### src/rtl/slave_pkg.sv
// Shared types and constants for the wait-state memory slave.
package slave_pkg;
  localparam int ADDR_W    = 3;
  localparam int DATA_W    = 3;
  localparam int MEM_DEPTH = 8;

  typedef enum logic [1:0] {IDLE, WAIT, ACK} slave_state_e;
  typedef logic [DATA_W-1:0] mem_entry_t;

  function automatic mem_entry_t wrap_add(input mem_entry_t a, input mem_entry_t b);
    return a + b;
  endfunction
endpackage

### src/rtl/slave_wait_cnt.sv
// Loadable down-counter; done is high while the count sits at 1.
module slave_wait_cnt #(
  parameter int CNT_BITS = 4
) (
  input  logic                clk,
  input  logic                rst_n,
  input  logic                load,
  input  logic                en,
  input  logic [CNT_BITS-1:0] load_val,
  output logic                done
);
  logic [CNT_BITS-1:0] cnt;

  always_ff @(posedge clk or negedge rst_n) begin
    if (!rst_n)
      cnt <= '0;
    else if (load)
      cnt <= load_val;
    else if (en && cnt != '0)
      cnt <= cnt - 1'b1;
  end

  assign done = (cnt == CNT_BITS'(1));
endmodule

### src/rtl/wait_state_slave.sv
// Memory slave that acks each request after WAIT_CYC wait states, then writes it.
// Build option SLAVE_ACCUM_EN turns the write into a 3-bit read-modify-add.
module wait_state_slave
  import slave_pkg::*;
#(
  parameter int WAIT_CYC = 2,
  parameter int CNT_W    = 8
) (
  input  logic              clk,
  input  logic              rst_n,
  input  logic              valid,
  input  logic [ADDR_W-1:0] addr_in,
  input  logic [DATA_W-1:0] value_in,
  output logic              ready,
  output logic              busy,
  input  logic [ADDR_W-1:0] rd_addr,
  output logic [DATA_W-1:0] rd_data,
  output logic [CNT_W-1:0]  wr_count
);
  localparam logic [3:0] WAIT_LD = 4'(WAIT_CYC);

  slave_state_e      state, state_nxt;
  logic [ADDR_W-1:0] cap_addr;
  mem_entry_t        cap_value;
  mem_entry_t        mem [MEM_DEPTH];
  logic              cnt_done;
  logic              take;

  assign take = (state == IDLE) && valid;

  slave_wait_cnt #(.CNT_BITS(4)) u_wait_cnt (
    .clk      (clk),
    .rst_n    (rst_n),
    .load     (take),
    .en       (state == WAIT),
    .load_val (WAIT_LD),
    .done     (cnt_done)
  );

  always_ff @(posedge clk or negedge rst_n) begin
    if (!rst_n)
      state <= IDLE;
    else
      state <= state_nxt;
  end

  always_comb begin
    state_nxt = state;
    case (state)
      IDLE: if (valid) state_nxt = (WAIT_CYC == 0) ? ACK : WAIT;
      WAIT: if (cnt_done) state_nxt = ACK;
      ACK:  state_nxt = IDLE;
      default: state_nxt = IDLE;
    endcase
  end

  always_comb begin
    ready = (state == ACK);
    busy  = (state == WAIT) || (state == ACK);
  end

  // Capture in IDLE only; the write commits on the edge leaving ACK.
  always_ff @(posedge clk or negedge rst_n) begin
    if (!rst_n) begin
      cap_addr  <= '0;
      cap_value <= '0;
      wr_count  <= '0;
      for (int i = 0; i < MEM_DEPTH; i++) mem[i] <= '0;
    end else begin
      if (take) begin
        cap_addr  <= addr_in;
        cap_value <= value_in;
      end
      if (state == ACK) begin
`ifdef SLAVE_ACCUM_EN
        mem[cap_addr] <= wrap_add(mem[cap_addr], cap_value);
`else
        mem[cap_addr] <= cap_value;
`endif
        wr_count <= wr_count + 1'b1;
      end
    end
  end

  assign rd_data = mem[rd_addr];
endmodule

### config.mk
export PLATFORM = sky130hd
export DESIGN_NAME = wait_state_slave
export DESIGN_NICKNAME = d
export VERILOG_FILES = /design/src/rtl/slave_pkg.sv /design/src/rtl/slave_wait_cnt.sv /design/src/rtl/wait_state_slave.sv
export SDC_FILE = /design/constraint.sdc
export NUM_CORES = 1
export LEC_CHECK = 0
export CAP_MARGIN = 20
export CORE_MARGIN = 2
export CORE_UTILIZATION = 59
export CTS_CLUSTER_SIZE = 10
export DETAILED_ROUTE_END_ITERATION = 10
export PLACE_DENSITY = 0.95
export SYNTH_ARGS = -nofsm -noshare
export SYNTH_HDL_FRONTEND = slang
export SYNTH_HIERARCHICAL = 1
export SYNTH_SLANG_ARGS = --single-unit
export TNS_END_PERCENT = 5
### constraint.sdc
create_clock -name clk -period 2.7 [get_ports clk]
set_clock_uncertainty 0.2 [all_clocks]
set_input_delay 0.54 -clock clk [delete_from_list [all_inputs] [get_ports clk]]
set_output_delay 0.54 -clock clk [all_outputs]
set_load 0.005 [all_outputs]
# Yosys cells after proc, flatten, opt, wreduce, memory -nomap -nowiden
# Index checks and enable logic that the tools add are counted.
word_totals:
  ff_bits: 44
  input_bits: 12
  out_inout_bits: 13
  word_cells: 44
op_classes:
  n_addsub: 2
  n_lt_le_gt_ge: 3
  n_eq_ne: 5
  n_mux: 11
  n_bitwise: 2
  reduce_logical: 8
ops:
  columns: ["operator", "n"]
  rows:
  - ["24-bit bitwise mux", 1]
  - ["3-bit binary-select mux with 3-bit select", 1]
  - ["3-bit demux with 3-bit select", 1]
  - ["3-bit two-way mux", 3]
  - ["8-bit by 1-bit adder with 8-bit output, second input constant", 1]
  - ["4-bit greater-or-equal comparator, second input constant", 2]
  - ["4-bit two-way mux", 2]
  - ["3-bit inverter with 4-bit output", 2]
  - ["4-bit by 1-bit == test with 1-bit output, second input constant", 1]
  - ["4-bit by 1-bit < comparator with 1-bit output, second input constant", 1]
  - ["2-bit two-way mux", 2]
  - ["2-bit inequality test, second input constant", 2]
  - ["2-bit one-hot mux with 2 select lines", 1]
  - ["4-bit nonzero test", 1]
  - ["4-bit by 1-bit subtractor with 4-bit output, second input constant", 1]
  - ["1-bit logical AND", 3]
  - ["2-bit by 1-bit == test with 1-bit output, second input constant", 1]
  - ["2-bit == test, second input constant", 1]
  - ["2-bit logical NOT", 1]
  - ["2-bit AND reduction", 1]
  - ["2-bit nonzero test", 1]
  - ["1-bit logical OR", 1]

# Depth between registers and ports, before layout
logic_depth:
  ltp_word: 6
  mapped_depth: 8

# By module
# Netlist, hierarchy kept.
modules_own_cells:
  columns: ["module", "n_inst", "cells_each", "area_each_um2"]
  rows:
  - ["wait_state_slave", 1, 127, 1878.1]
  - ["slave_wait_cnt", 1, 29, 282.8]

# Worst setup path after synthesis
# No wires, ideal clock.
synth_path:
  kind: "in2out"
  start: "input rd_addr[0]"
  end: "output rd_data[0]"
  t_arrival_ns: 1.439
  required_time_ns: 1.960
  path_slack_ns: 0.521
  cell_stages: 3
  path_buffers: 1
  cell_sequence: "buf_6 mux4_1 mux2_2"
synth_via:
  elab_chain_cells: 4
synth_rtl:
  columns: ["element", "line_no", "source"]
  rows:
  - ["start: declaration", "wait_state_slave.sv:16", "input logic [ADDR_W-1:0] rd_addr,"]
  - ["3-bit inverter with 4-bit output (not written as such)", "wait_state_slave.sv:85", "assign rd_data = mem[rd_addr];"]
  - ["3-bit binary-select mux with 3-bit select", "wait_state_slave.sv:85", null]
  - ["3-bit two-way mux (not written as such) (2 in a row)", "wait_state_slave.sv:85", null]
  - ["end: declaration", "wait_state_slave.sv:17", "output logic [DATA_W-1:0] rd_data,"]
# Every way passes these cells. The select of a mux whose other input is x is not followed.

# Final worst setup path
layout_path:
  start: "register mem[4] in the netlist's numbering"
  end: "output rd_data[1]"
layout_via:
  elab_chain_cells: 3
layout_rtl:
  columns: ["element", "line_no", "source"]
  rows:
  - ["start: declaration", "wait_state_slave.sv:25", "mem_entry_t mem [MEM_DEPTH];"]
  - ["start signal: indexed assignment", "wait_state_slave.sv:78", "mem[cap_addr] <= cap_value;"]
  - ["3-bit binary-select mux with 3-bit select", "wait_state_slave.sv:85", null]
  - ["3-bit two-way mux (not written as such) (2 in a row)", "wait_state_slave.sv:85", null]
# Every way passes these cells. The select of a mux whose other input is x is not followed.

==> run metrics <==
outcome completed; routed vias between 1000 and 1500; filler cell count 250; final-report setup violation count 0; met3 usage 6.42%; Total Routing Usage GR 22.6%; GRT overflow 0; Mean Syn Cell Area 13.9 sq um; Yosys warnings 6; cts hold-fix bufs 0; H-Tree Depth 2; VDD IR max between 0.0007 and 0.0008 V; Worst Path Required 1.96 ns; non-filler cells, final approximately 230; Seq/Total Area, Yosys a little over 50%; CP endpoint kind primary output; Post-Route WL 4.16 mm; GP Congestion 0.812; unrepaired setup endpoints after global routing no; core region area 3420 sq um; Starting Density 63.3%; clock root cell clkbuf_4; final slew viol count 0; clk_lat worst skew 0.35 ns; post-synthesis cell type count 34; crit path cell chain mux4_2 > mux2_2 > dlygate4sd2_1; Synth Cell Area 2160 sq um; fin area about 2500 sq um; clock-pin slew on the worst setup and hold paths about 0.12 ns; first-pass GRT wire length 7.00 mm; area occupied by multi-input gates 998 sq um; CTS Buffer Depth 2; Die Area 4160 sq um; Critical Path Start Type flop; Synth area leader dfrtp_1; Seq cells post-synth 44; initial antenna violation count 0; met1 Usage GRT 26.5%; GRT busiest layer met2; met2 usage 38.8%; Layout area overhead 15.5%; # diodes 0; CP arrival roughly 1.8 ns; fin crit share 93.5%; WS Path Type flop to primary output; drt wl/cell 17.9 um; layout cells sized above 1 29.0%; number of global-route vias before repair 1428; Hold Violations, Final 0; io pins 25; asr flop ratio synth 100%; largest net degree at the start of global routing 45; # rows 21; Min Clock Period, post-route 2.53 ns; Setup TNS Final 0 ns; max incr delay on CP 0.47 ns; Final nets just over 200; Post-synth top flop dfrtp_1; Worst slew margin between 30% and 40%; die width 64.5 um; # port buffers 24; Cells after DPL 224; Pleak 1.17 nW; CTS tree yes; share of Yosys cell area claimed by the top area cell type 51.0%; EDFF count, synth 0; initial drt markers slightly below 90; cell family with the largest share of critical-path delay multiplexers; Util after Layout approximately three quarters; Power Density approximately 910 nW/um^2; Sinks on Clock Net 44; Worst-Margin Slew around 0.97 ns; Max stage delay cell, worst path mux4_2; drt drc 0; Post-DP Area 2440 sq um; Num CTS Buffers 5; drt first pass iters 4; achievable clock frequency 0.396 GHz; Mapped Cells 156; vias per inst 5.88; post-DP HPWL 3.08 mm; Hold WC Path Type primary input to asynchronous set/reset pin; Max Cap Viol 0; register area 1100 sq um; Die H 64.5 um; CP bufs+invs 1; ANT nets after route 0; top area cells in the synthesized netlist dfrtp_1 (51%), mux2_2 (18%), mux4_1 (7.3%); critical path peak fanout 2
## stage by stage
step / hold WS (ns) / setup WS [ns] / total power [mW]
after floorplan: 0.0444 / 0.521 / 1.59
after global placement: 0.256 / -0.482 / 1.81
after detailed placement: 0.263 / -0.573 / 1.90
after CTS: 0.149 / -0.00407 / 2.30
after global routing: 0.183 / 0.0713 / 2.43
final: 0.132 / 0.174 / 2.28
## kinds of logic (layout without fill, tap and decap cells)
family,after synthesis,after routing,share of synthesized area (%)
and+or+nand+nor,33,33,10.3
DFF,44,44,51.0
AOI/OAI and AO/OA,10,10,3.01
muxes,42,42,26.0
other,2,4,0.348
buffers and inverters,11,39,2.49
xor gates and xnor gates,7,7,2.84
adders and majority gates,7,7,4.05
## final timing paths
check,to,cells after the start,from,slack [ns]
max,rd_data[1],3,mem[4],0.17
min,mem[2],1,rst_n,0.13
max reg2reg,mem[17],5,state[0],0.63
min reg2reg,wr_count[7],1,wr_count[7],0.28
max in group asynchronous,mem[7],1,rst_n,1.57
min in group clk,wr_count[7],1,wr_count[7],0.28
## flip-flops by register name (all words and copies together) (netlist names)
register        count
mem                24
wr_count            8
u_wait_cnt/cnt      4
cap_addr            3
cap_value           3
state               2
## layout make-up
type	count	area share, %
repair buffers	25	9.58
multi-input cells	103	40.0
clock buffers	6	1.65
clock inverters	2	1.40
flip-flops and latches	44	44.1
inverters	6	0.903
well taps	46	2.31
## synthesized netlist by cell type, types with 2 or more instances
| cell | n |
|---|---|
| dfrtp_1 | 44 |
| mux2_2 | 35 |
| nand2_1 | 9 |
| ha_1 | 7 |
| inv_1 | 6 |
| mux4_1 | 6 |
| nand4_1 | 4 |
| xnor2_1 | 4 |
| a21oi_1 | 3 |
| nand4b_1 | 3 |
| nor3_1 | 3 |
| nor3b_1 | 3 |
| xor2_1 | 3 |
| clkbuf_1 | 2 |
| conb_1 | 2 |
| nor2b_1 | 2 |
| nor3b_2 | 2 |
| o21ai_1 | 2 |
## placed cells by master, fill, tap and decap left out, types with 4 or more instances in the layout
cell type	instances
conb_1	4
nand4_1	4
xnor2_1	4
mux4_2	4
clkbuf_4	5
nand2_1	9
mux2_2	35
dfrtp_1	44
ha_1	7
clkdlybuf4s50_1	18
inv_1	6
## report_power, final
| part | leakage [nW] | internal [mW] | switching (mW) |
|---|---|---|---|
| combinational | 0.554 | 0.450 | 0.283 |
| clock | 0.0422 | 0.194 | 0.205 |
| sequential | 0.576 | 0.882 | 0.266 |
## timing repair
action,in CTS,in global routing
setup buffers,0,0
gates resized for setup,13,1
hold endpoints to repair,0,0
setup endpoints to repair,3,1
## layer usage
metal  routed length (um)  part of all wire, %  vias up
met5                    0                    0        -
met4                  126                  3.0        0
met3                  210                  5.0       13
met2                 2060                   50       41
met1                 1760                   42      687
li1                     -                    -      624
(Power assumes the default switching activity.)
